===== config.mk =====
export PLATFORM = sky130hd
export DESIGN_NAME = fifo_serial_tx_flat
export DESIGN_NICKNAME = d
export VERILOG_FILES = /design/src/rtl/fifo_serial_tx_if.sv /design/src/rtl/fifo_serial_tx.sv /design/src/flat_wrapper.sv
export SDC_FILE = /design/constraint.sdc
export NUM_CORES = 1
export LEC_CHECK = 0
export ABC_AREA = 1
export CAP_MARGIN = 20
export CORE_AREA = 4 4 65 67
export DETAILED_ROUTE_END_ITERATION = 7
export DIE_AREA = 0 0 69 71
export GPL_ROUTABILITY_DRIVEN = 0
export HOLD_SLACK_MARGIN = 0.08
export PLACE_DENSITY_LB_ADDON = 0.15
export RECOVER_POWER = 50
export SYNTH_ARGS = -nofsm -noshare
export SYNTH_HDL_FRONTEND = slang
export SYNTH_SLANG_ARGS = --single-unit

===== constraint.sdc =====
create_clock -name clk -period 3.86 [get_ports clk]
set_input_delay 0.772 -clock clk [delete_from_list [all_inputs] [get_ports clk]]
set_output_delay 0.772 -clock clk [all_outputs]
set_load 0.02 [all_outputs]

===== src/rtl/fifo_serial_tx_if.sv =====
`default_nettype none
// ---------------------------------------------------------------------------
// Module   : fifo_serial_tx_if
// Brief    : Read-port bundle between a FIFO and its single reader.
//            master = the reader (drives Read_enable), slave = the FIFO.
// Revision : 1.0 - initial release
// ---------------------------------------------------------------------------
interface fifo_serial_tx_if #(
   parameter int DATA_WIDTH = 8
);
   logic                  fifo_empty;
   logic [DATA_WIDTH-1:0] fifo_data;
   logic                  fifo_rd_en;

   modport master (
      input  fifo_empty,
      input  fifo_data,
      output fifo_rd_en
   );

   modport slave (
      output fifo_empty,
      output fifo_data,
      input  fifo_rd_en
   );
endinterface
`default_nettype wire


===== src/rtl/fifo_serial_tx.sv =====
`default_nettype none
// ---------------------------------------------------------------------------
// Module   : fifo_serial_tx
// Brief    : Pops words from a FIFO read port and sends each one as a
//            start(0) / LSB-first data / stop(1) frame, BIT_CYCLES clocks
//            per bit, on a registered idle-high serial line.
// Revision : 1.0 - initial release
// ---------------------------------------------------------------------------
module fifo_serial_tx #(
   parameter int DATA_WIDTH = 8,
   parameter int BIT_CYCLES = 4
) (
   input  wire                 clk,
   input  wire                 reset,
   input  wire                 enable,
   fifo_serial_tx_if.master    fifo,
   output logic                tx,
   output logic                busy,
   output logic                frame_done
);

   localparam int CNT_W = (BIT_CYCLES > 1) ? $clog2(BIT_CYCLES) : 1;
   localparam int IDX_W = (DATA_WIDTH > 1) ? $clog2(DATA_WIDTH) : 1;

   localparam logic [CNT_W-1:0] c_BIT_LAST = CNT_W'(BIT_CYCLES - 1);
   localparam logic [IDX_W-1:0] c_IDX_LAST = IDX_W'(DATA_WIDTH - 1);

   localparam logic [2:0] S_IDLE  = 3'd0;
   localparam logic [2:0] S_POP   = 3'd1;
   localparam logic [2:0] S_LOAD  = 3'd2;
   localparam logic [2:0] S_START = 3'd3;
   localparam logic [2:0] S_DATA  = 3'd4;
   localparam logic [2:0] S_STOP  = 3'd5;

   logic [2:0]            r_state;
   logic [2:0]            w_state_next;
   logic [CNT_W-1:0]      r_bit_cnt;
   logic [IDX_W-1:0]      r_bit_idx;
   logic [DATA_WIDTH-1:0] r_shift;
   logic                  r_tx;

   logic                  w_bit_last;
   logic                  w_idx_last;
   logic                  w_start_ok;
   logic                  w_in_bit_state;
   logic [DATA_WIDTH-1:0] w_shift_next;
   logic                  w_tx_next;
   logic                  w_rd_en;
   logic                  w_busy;
   logic                  w_frame_done;

   assign w_bit_last     = (r_bit_cnt == c_BIT_LAST);
   assign w_idx_last     = (r_bit_idx == c_IDX_LAST);
   assign w_start_ok     = enable && !fifo.fifo_empty;
   assign w_in_bit_state = (r_state == S_START) || (r_state == S_DATA) ||
                           (r_state == S_STOP);

   // State register
   always_ff @(posedge clk or posedge reset) begin
      if (reset) begin
         r_state <= S_IDLE;
      end else begin
         r_state <= w_state_next;
      end
   end

   // Next-state decision; enable/empty only matter in IDLE and at STOP exit
   always_comb begin
      w_state_next = r_state;
      case (r_state)
         S_IDLE:  if (w_start_ok) w_state_next = S_POP;
         S_POP:   w_state_next = S_LOAD;
         S_LOAD:  w_state_next = S_START;
         S_START: if (w_bit_last) w_state_next = S_DATA;
         S_DATA:  if (w_bit_last && w_idx_last) w_state_next = S_STOP;
         S_STOP:  if (w_bit_last) w_state_next = w_start_ok ? S_POP : S_IDLE;
         default: w_state_next = S_IDLE;
      endcase
   end

   // Moore outputs decoded from the current state
   always_comb begin
      w_rd_en      = (r_state == S_POP);
      w_busy       = (r_state != S_IDLE);
      w_frame_done = (r_state == S_STOP) && w_bit_last;
   end

   // Shift register and line value for the state being entered, so the
   // registered tx changes on the same edge as the state
   always_comb begin
      w_shift_next = r_shift;
      if (r_state == S_LOAD) begin
         w_shift_next = fifo.fifo_data;
      end else if ((r_state == S_DATA) && w_bit_last) begin
         w_shift_next = r_shift >> 1;
      end

      w_tx_next = 1'b1;
      case (w_state_next)
         S_START: w_tx_next = 1'b0;
         S_DATA:  w_tx_next = w_shift_next[0];
         default: w_tx_next = 1'b1;
      endcase
   end

   // Bit-time counter, bit index, shift register and tx line
   always_ff @(posedge clk or posedge reset) begin
      if (reset) begin
         r_bit_cnt <= '0;
         r_bit_idx <= '0;
         r_shift   <= '0;
         r_tx      <= 1'b1;
      end else begin
         if (w_in_bit_state) begin
            r_bit_cnt <= w_bit_last ? '0 : r_bit_cnt + 1'b1;
         end else begin
            r_bit_cnt <= '0;
         end

         if (r_state == S_DATA) begin
            if (w_bit_last) begin
               r_bit_idx <= w_idx_last ? '0 : r_bit_idx + 1'b1;
            end
         end else begin
            r_bit_idx <= '0;
         end

         r_shift <= w_shift_next;
         r_tx    <= w_tx_next;
      end
   end

   assign fifo.fifo_rd_en = w_rd_en;
   assign busy            = w_busy;
   assign frame_done      = w_frame_done;
   assign tx              = r_tx;

endmodule
`default_nettype wire


===== src/flat_wrapper.sv =====
// flat-port wrapper written by rule: the top's interface ports become plain ports
module fifo_serial_tx_flat 
#(
   parameter int DATA_WIDTH = 8,
   parameter int BIT_CYCLES = 4
)
  (clk, reset, enable, tx, busy, frame_done, fifo_fifo_empty, fifo_fifo_data, fifo_fifo_rd_en);
  fifo_serial_tx_if #(.DATA_WIDTH(DATA_WIDTH)) fifo_i ();
  input  wire clk;
  input  wire reset;
  input  wire enable;
  output logic tx;
  output logic busy;
  output logic frame_done;
  input wire logic [$bits(fifo_i.fifo_empty)-1:0] fifo_fifo_empty;
  input wire logic [$bits(fifo_i.fifo_data)-1:0] fifo_fifo_data;
  output wire logic [$bits(fifo_i.fifo_rd_en)-1:0] fifo_fifo_rd_en;
  assign fifo_i.fifo_empty = fifo_fifo_empty;
  assign fifo_i.fifo_data = fifo_fifo_data;
  assign fifo_fifo_rd_en = fifo_i.fifo_rd_en;
  fifo_serial_tx #(.DATA_WIDTH(DATA_WIDTH), .BIT_CYCLES(BIT_CYCLES)) u_core (.clk(clk), .reset(reset), .enable(enable), .fifo(fifo_i), .tx(tx), .busy(busy), .frame_done(frame_done));
endmodule

==> results of run 1 <==
==> placed cells by master (no fill, tap or decap), drive strengths merged <==
cell           Yosys  final
inv               22     21
clkdlybuf4s50      0     14
a21oi              2      2
nor3               4      4
or2                1      1
dfstp              1      1
nor2               9      9
clkbuf             0      3
nand4              1      1
dfrtp             16     16
nand3b             1      1
nand2             19     19
dlygate4sd3        0      1
clkinvlp           0      2
mux2i              1      1
o221ai             6      6
o21ai              6      6
nand3              4      4
ha                 3      3
==> where the power goes <==
| part | internal, W | leakage [nW] | total (W) | switching, W |
|---|---|---|---|---|
| clock network | 0.0000727 | 0.0217 | 0.000140 | 0.0000668 |
| logic | 0.0000688 | 0.261 | 0.000163 | 0.0000941 |
| registers | 0.000221 | 0.213 | 0.000244 | 0.0000226 |
==> metal layers <==
metal | vias to the layer above | wire (µm)
met1 | 303 | 861
met3 | 2 | 74
met4 | 0 | 13
met5 | - | 0
li1 | 347 | -
met2 | 14 | 768
==> final cells by class <==
cell class | instances | share of cell area [%]
Tap cell | 48 | 5.47
Multi-Input combinational cell | 57 | 29.9
Sequential cell | 17 | 38.9
Inverter | 22 | 7.64
Timing Repair Buffer | 15 | 13.7
Clock inverter | 1 | 0.684
Clock buffer | 3 | 3.76
==> through the flow <==
step | instances | utilization, % | setup WS [ns] | instance area (µm²) | power (W)
2_1_floorplan | 98 | - | 2.06 | 891 | 0.000377
3_3_place_gp | 159 | 29.7 | 1.56 | 1080 | 0.000421
3_5_place_dp | 159 | 29.7 | 1.54 | 1080 | 0.000423
4_1_cts | 163 | 31.0 | 1.24 | 1130 | 0.000566
5_1_grt | 163 | 30.2 | 1.18 | 1100 | 0.000590
6_report | 163 | 30.2 | 1.31 | 1100 | 0.000546
==> cell families (layout without fill, tap and decap cells) <==
| group | count (synthesis) | after routing |
|---|---|---|
| compound gates | 14 | 14 |
| fa+ha+maj | 3 | 3 |
| buf+inv | 24 | 41 |
| mux | 1 | 1 |
| flops | 17 | 17 |
| simple gates | 39 | 39 |
==> worst paths after layout <==
check                                               from                             to  slack [ns]  depth (start not counted)
max                        u_core.r_bit_cnt[0]$_DFF_PP0_                     frame_done        1.31                          4
min                        u_core.r_bit_cnt[0]$_DFF_PP0_  u_core.r_bit_cnt[0]$_DFF_PP0_        0.44                          1
max reg2reg                u_core.r_bit_cnt[0]$_DFF_PP0_            u_core.tx$_DFF_PP1_        2.07                          7
min reg2reg                u_core.r_bit_cnt[0]$_DFF_PP0_  u_core.r_bit_cnt[0]$_DFF_PP0_        0.44                          1
max in group asynchronous                          reset    u_core.r_state[1]$_DFF_PP0_        2.35                          2
min in group asynchronous                          reset  u_core.r_shift[6]$_DFFE_PP0P_        1.06                          2
==> sequential cells by signal (all words and copies together), names as in the netlist <==
name and count:
u_core.r_bit_cnt 2, u_core.r_bit_idx 3, u_core.r_shift 8, u_core.r_state 3, u_core.tx 1
==> impl_metrics.env, run 1 <==
export IMPL_max_stage_delay_ns=0.63
export IMPL_wl_per_cell_um=10.5
export IMPL_busiest_layer="met2"
export IMPL_groute_usage_overall_pct=7.48
export IMPL_die_h_um=71
export IMPL_ys_top_cells_by_count="inv_1, dfrtp_1, nand2_1"
export IMPL_port_buffer_count=15
export IMPL_dr_pass1_iters=3
export IMPL_vias_per_cell=4.09
export IMPL_synthDistinctLibCells=26
export IMPL_ir_drop_uv=215
export IMPL_grt_pass1_vias=705
export IMPL_clkLatencyLatePin_ns=0.26
export IMPL_finalHoldWorstSlack_ns=0.438
export IMPL_rows=22
export IMPL_coreArea_um2=3630
export IMPL_hp_class="reg -> reg"
export IMPL_leakagePower_nw=0.496
export IMPL_hpwl_um=1350
export IMPL_synth_top_family_by_area="simple AND/OR/NAND/NOR gates"
export IMPL_synth_xor_area_share_pct=0
export IMPL_seq_area_frac_synth_pct=47.9
export IMPL_synthMuxAreaShare_pct=1.12
export IMPL_setup_viol=0
export IMPL_n_fill_cell=407
export IMPL_cts_sinks=17
export IMPL_avgSynthCellArea_um2=9.09
export IMPL_drt_first_iter_violations=21
export IMPL_gr_total_overflow=0
export IMPL_startpoint_type="flop"
export IMPL_synth_top_cell_by_area="dfrtp_1"
export IMPL_drt_total_wl_um=1720
export IMPL_synth_ff_type="dfrtp_1"
export IMPL_synth_adder_area_share_pct=4.21
export IMPL_grt_max_degree=18
export IMPL_arrival_ns=1.78
export IMPL_insertedDiodeCount=0
export IMPL_timing_final_crit_share_pct=66.1
export IMPL_tritoncts="built"
export IMPL_syn_to_final_growth_pct=23.2
export IMPL_die_area_um2=4900
export IMPL_crit_family="buffers and inverters"
export IMPL_synth_edf_count=0
export IMPL_grt_pass1_wl_um=2980
export IMPL_fin_tns_setup_ns=0
export IMPL_numCtsBuffers=3
export IMPL_yosys_top_cells_area="dfrtp_1, inv_1, nand2_1, o221ai_1, ha_1"
export IMPL_cts_max_level=1
export IMPL_finClkSkew_ns=0.00668
export IMPL_ctsResizeCount=0
export IMPL_rsz0062_at_grt="false"
export IMPL_finalCriticalPeriod_ns=2.55
export IMPL_hold_viol_final=0
export IMPL_fmax_mhz=392
export IMPL_synth_most_common_cell="inv_1"
export IMPL_pwr_density_cell_nw_per_um2=498
export IMPL_worst_ep_required_time_ns=3.09
export IMPL_root_buffer="clkbuf_8"
export IMPL_boundaryPins=16
export IMPL_status="finished, final reports clean"
export IMPL_antenna_found_initial=0
export IMPL_postSynthRegisterBits=17
export IMPL_clk_pin_slew_ns=0.08
export IMPL_via_count=666
export IMPL_layout_drive_gt1_share_pct=12.2
export IMPL_drc=0
export IMPL_use_met1_pct=9.29
export IMPL_post_cts_buffers=0
export IMPL_use_met2_pct=12.0
export IMPL_max_slew_worst_pin_slew_ns=0.690
export IMPL_synth_nets=113
export IMPL_ys_warnings_count=0
export IMPL_met3_usage_pct=3.13
export IMPL_antenna_left=0
export IMPL_synth_cells=98
export IMPL_synth_top_area_share_pct=44.9
export IMPL_maxCapViolCount=0
export IMPL_nets=131
export IMPL_slew_headroom_pct=53.9
export IMPL_synth_area_um2=891
export IMPL_worstSetupEndpointType="primary output"
export IMPL_worstPathMaxFanout=6
export IMPL_path_buf_inv=1
export IMPL_floorplan_initialDensity_pct=24.5
export IMPL_finalMaxSlewViolations=0
export IMPL_async_flop_share_pct=100
export IMPL_cts_hold_buf=0
export IMPL_crit_type="reg -> out"
export IMPL_synth_compound_area_share_pct=10.8
export IMPL_multi_input_area_um2=328
export IMPL_ff_latch_area_um2=427
export IMPL_crit_chain="ha_1 -> nand2_1 -> nor3_2 -> clkdlybuf4s50_1"
export IMPL_synthSimpleGateAreaFrac_pct=23.9
export IMPL_slowest_stage="clkdlybuf4s50_1"
export IMPL_cts_buffer_depth=2
export IMPL_die_w_um=69
(Power assumes the default switching activity.)
==> inputs of run 2 (changes only) <==
Clock period 3.86 ns to 2.6 ns, I/O delays scaled along.
==> impl_metrics.env, run 2 (synthesized netlist as in run 1, its figures left out) <==
export IMPL_status="finished, final reports clean"
export IMPL_max_slew_worst_pin_slew_ns=0.699
export IMPL_top_register="u_core.r_shift"
export IMPL_pwr_density_cell_nw_per_um2=728
export IMPL_largest_reg_flops=8
export IMPL_gr_total_overflow=0
export IMPL_cts_max_level=1
export IMPL_switching_power_w=0.000272
export IMPL_final_cell_mix="inv_1, nand2_1, dfrtp_1, clkdlybuf4s50_1, nor2_1"
export IMPL_die_area_um2=4900
export IMPL_die_w_um=69
export IMPL_nets=131
export IMPL_via_count=658
export IMPL_ff_latch_area_um2=427
export IMPL_insertedDiodeCount=0
export IMPL_timing_final_crit_share_pct=90.6
export IMPL_dpl_cell_count=159
export IMPL_maxCapViolCount=0
export IMPL_drt_first_iter_violations=24
export IMPL_fin_cells=163
export IMPL_reg_top3="u_core.r_shift: 8 flops, u_core.r_bit_idx: 3 flops, u_core.r_state: 3 flops"
export IMPL_post_cts_buffers=0
export IMPL_antenna_found_initial=0
export IMPL_coreArea_um2=3630
export IMPL_hold_viol_final=0
export IMPL_power_w=0.000816
export IMPL_worstPathMaxFanout=6
export IMPL_seq_power_share_pct=44.7
export IMPL_final_common_cell="inv_1"
export IMPL_vias_per_cell=4.04
export IMPL_hp_class="reg -> reg"
export IMPL_clkLatencyLatePin_ns=0.25
export IMPL_finalCriticalPeriod_ns=2.35
export IMPL_finClkSkew_ns=0.00474
export IMPL_startpoint_type="flop"
export IMPL_final_util_pct=30.9
export IMPL_hpwl_um=1330
export IMPL_ir_drop_uv=349
export IMPL_dr_pass1_iters=4
export IMPL_leakagePower_nw=0.506
export IMPL_syn_to_final_growth_pct=25.8
export IMPL_swShare_pct=33.4
export IMPL_cts_hold_buf=0
export IMPL_ctsResizeCount=0
export IMPL_floorplan_initialDensity_pct=24.5
export IMPL_multi_input_area_um2=354
export IMPL_internal_power_w=0.000543
export IMPL_numCtsBuffers=3
export IMPL_antenna_left=0
export IMPL_layout_drive_gt1_share_pct=15.7
export IMPL_power_frac_clock_pct=24.7
export IMPL_drc=0
export IMPL_cts_buffer_depth=2
export IMPL_boundaryPins=16
export IMPL_grt_max_degree=18
export IMPL_worst_ep_required_time_ns=2.08
export IMPL_fmax_mhz=425
export IMPL_grt_pass1_vias=666
export IMPL_fin_tns_setup_ns=0
export IMPL_rows=22
export IMPL_grt_pass1_wl_um=2960
export IMPL_clk_pin_slew_ns=0.06
export IMPL_pwr_share_comb_pct=30.6
export IMPL_slew_headroom_pct=53.3
export IMPL_finalMaxSlewViolations=0
export IMPL_die_h_um=71
export IMPL_setup_viol=0
export IMPL_worstSetupEndpointType="primary output"
export IMPL_drt_total_wl_um=1700
export IMPL_port_buffer_count=15
export IMPL_crit_type="reg -> out"
export IMPL_wl_per_cell_um=10.4
export IMPL_arrival_ns=1.83
export IMPL_groute_usage_overall_pct=7.45
export IMPL_n_fill_cell=411
export IMPL_rsz0062_at_grt="false"
export IMPL_root_buffer="clkbuf_8"
export IMPL_tritoncts="built"
export IMPL_cts_sinks=17
==> run 2: metrics by stage <==
stage	area [µm²]	setup slack [ns]	hold WS, ns
global route	1120	0.107	0.468
CTS	1120	0.250	0.442
detailed placement	1080	0.535	0.433
floorplan	891	1.05	0.415
finish	1120	0.245	0.437
global placement	1080	0.553	0.425
==> run 2: final cells by class <==
class	instances	share of cell area (%)
flip-flops and latches	17	38.1
well taps	48	5.36
clock buffers	4	4.02
inverters	22	7.59
multi-input cells	57	31.6
repair buffers	15	13.4
==> run 2: worst max-delay path, cell delays in order (launching register included) <==
cell and delay [ns]:
dfrtp_1 0.35, ha_1 0.29, nand2_1 0.15, nor3_2 0.16, clkdlybuf4s50_1 0.63
==> run 2: final timing paths <==
kind	to	from	cells past startpoint	slack [ns]
max	frame_done	u_core.r_bit_cnt[0]$_DFF_PP0_	4	0.25
min	u_core.r_bit_cnt[0]$_DFF_PP0_	u_core.r_bit_cnt[0]$_DFF_PP0_	1	0.44
max reg2reg	u_core.r_shift[3]$_DFFE_PP0P_	u_core.r_state[2]$_DFF_PP0_	6	1.24
min reg2reg	u_core.r_bit_cnt[0]$_DFF_PP0_	u_core.r_bit_cnt[0]$_DFF_PP0_	1	0.44
max in group asynchronous	u_core.r_bit_cnt[0]$_DFF_PP0_	reset	2	1.34
min in group asynchronous	u_core.r_bit_idx[2]$_DFFE_PP0P_	reset	2	0.82
==> run 2: power groups by stage <==
stage	registers, W	clock network, W	logic [W]
after CTS	0.000366	0.000211	0.000257
after global placement	0.000369	0	0.000255
after detailed placement	0.000370	0	0.000257
after floorplan	0.000361	0	0.000199
final	0.000365	0.000202	0.000250
after global routing	0.000371	0.000230	0.000290
==> run 2: layer usage <==
layer,track usage (%),up-vias,part of all wire [%]
met2,12.1,18,46
li1,-,350,-
met5,0,-,0
met1,9.40,290,49
met4,1.30,0,0
met3,3.13,0,4.9
==> inputs of run 3 (changes only) <==
Settings changed: CELL_PAD_IN_SITES_DETAIL_PLACEMENT set to 1, CELL_PAD_IN_SITES_GLOBAL_PLACEMENT set to 1.
==> impl_metrics.env, run 3 (synthesized netlist as in run 1, its figures left out) <==
export IMPL_status="finished, final reports clean"
export IMPL_grt_pass1_wl_um=3290
export IMPL_die_h_um=71
export IMPL_crit_chain="ha_1 -> nand2_1 -> nor3_2 -> clkdlybuf4s50_1"
export IMPL_layout_drive_gt1_share_pct=15.7
export IMPL_fin_ws_ns=0.221
export IMPL_hold_viol_final=0
export IMPL_insertedDiodeCount=0
export IMPL_finalCriticalPeriod_ns=2.38
export IMPL_worstPathMaxFanout=6
export IMPL_nets=131
export IMPL_worstSetupEndpointType="primary output"
export IMPL_wl_per_cell_um=11.5
export IMPL_top_register="u_core.r_shift"
export IMPL_cts_buffer_depth=2
export IMPL_arrival_ns=1.86
export IMPL_drt_first_iter_violations=16
export IMPL_cts_max_level=1
export IMPL_boundaryPins=16
export IMPL_die_w_um=69
export IMPL_finalMaxSlewViolations=0
export IMPL_root_buffer="clkbuf_8"
export IMPL_cts_sinks=17
export IMPL_fin_cells=163
export IMPL_clkLatencyLatePin_ns=0.25
export IMPL_final_cell_mix="inv_1, nand2_1, dfrtp_1, clkdlybuf4s50_1, nor2_1"
export IMPL_drt_total_wl_um=1880
export IMPL_slew_headroom_pct=55.6
export IMPL_maxCapViolCount=0
export IMPL_leakagePower_nw=0.506
export IMPL_max_slew_worst_pin_slew_ns=0.665
export IMPL_largest_reg_flops=8
export IMPL_port_buffer_count=15
export IMPL_finalInstanceArea_um2=1120
export IMPL_crit_type="reg -> out"
export IMPL_die_area_um2=4900
export IMPL_power_w=0.000814
export IMPL_startpoint_type="flop"
export IMPL_place_ws_ns=0.504
export IMPL_setup_viol=0
export IMPL_post_cts_buffers=0
export IMPL_ir_drop_uv=426
export IMPL_slowest_stage="clkdlybuf4s50_1"
export IMPL_finClkSkew_ns=0.000934
export IMPL_grt_max_degree=18
export IMPL_floorplan_initialDensity_pct=24.5
export IMPL_groute_usage_overall_pct=8.35
export IMPL_antenna_found_initial=0
export IMPL_timing_final_crit_share_pct=91.5
export IMPL_vias_per_cell=4.28
export IMPL_numCtsBuffers=3
export IMPL_rows=22
export IMPL_gr_total_overflow=0
export IMPL_fin_tns_setup_ns=0
export IMPL_worst_ep_required_time_ns=2.08
export IMPL_drc=0
export IMPL_rsz0062_at_grt="false"
export IMPL_fmax_mhz=420
export IMPL_clk_pin_slew_ns=0.06
export IMPL_pwr_density_cell_nw_per_um2=726
export IMPL_hp_class="reg -> reg"
export IMPL_cts_hold_buf=0
export IMPL_antenna_left=0
export IMPL_tritoncts="built"
export IMPL_dpl_cell_count=159
export IMPL_dr_pass1_iters=2
export IMPL_final_common_cell="inv_1"
export IMPL_via_count=698
export IMPL_max_stage_delay_ns=0.63
export IMPL_ctsResizeCount=0
export IMPL_grt_pass1_vias=734
export IMPL_detailed_place_area_um2=1080
export IMPL_reg_top3="u_core.r_shift: 8 flops, u_core.r_bit_idx: 3 flops, u_core.r_state: 3 flops"
export IMPL_hpwl_um=1490
export IMPL_coreArea_um2=3630
export IMPL_syn_to_final_growth_pct=25.8
run 3: cell counts in the layout (fill, tap and decap cells not counted):
Identical to the previous run, type by type.
run 3: where the power goes:
part | switching [W] | internal, W | leakage (nW)
sequential | 0.0000359 | 0.000329 | 0.213
combinational | 0.000150 | 0.000106 | 0.270
clock | 0.0000852 | 0.000109 | 0.0228
run 3: stage by stage:
stage	hold slack, ns	utilization (%)
after floorplan	0.415	-
after CTS	0.448	30.9
after detailed placement	0.438	29.7
after global routing	0.456	30.9
final	0.439	30.9
after global placement	0.423	29.7
run 3: final timing paths:
check / startpoint / to / slack [ns] / depth (start not counted)
worst max-delay path: u_core.r_bit_cnt[0]$_DFF_PP0_ / frame_done / 0.22 / 4
worst min-delay path: u_core.r_bit_cnt[0]$_DFF_PP0_ / u_core.r_bit_cnt[0]$_DFF_PP0_ / 0.44 / 1
worst max register to register: u_core.r_bit_cnt[0]$_DFF_PP0_ / u_core.tx$_DFF_PP1_ / 1.16 / 8
worst min register to register: u_core.r_bit_cnt[0]$_DFF_PP0_ / u_core.r_bit_cnt[0]$_DFF_PP0_ / 0.44 / 1
max in group asynchronous: reset / u_core.r_state[2]$_DFF_PP0_ / 1.37 / 2
min in group asynchronous: reset / u_core.r_shift[7]$_DFFE_PP0P_ / 0.80 / 2
run 3: layout make-up:
cell class | instances | area, µm²
Clock buffer | 4 | 45.0
Fill cell | 451 | 2510
Inverter | 22 | 85.1
Multi-Input combinational cell | 57 | 354
Sequential cell | 17 | 427
Tap cell | 48 | 60.1
Timing Repair Buffer | 15 | 150
run 3: metal layers:
layer	global-route usage [%]	share of wire (%)	wire [µm]	up-vias
li1	-	-	-	347
met1	9.84	45	849	342
met2	14.1	51	950	7
met3	3.13	3.2	61	2
met4	2.60	0.85	16	0
met5	0	0	0	-
run 3: critical path, delay by kind of cell, from the launching register on:
kind                       cells  cell delay (ns)
adders and majority gates      1             0.31
and+or+nand+nor                2             0.32
buffers and inverters          1             0.63
DFF                            1             0.35
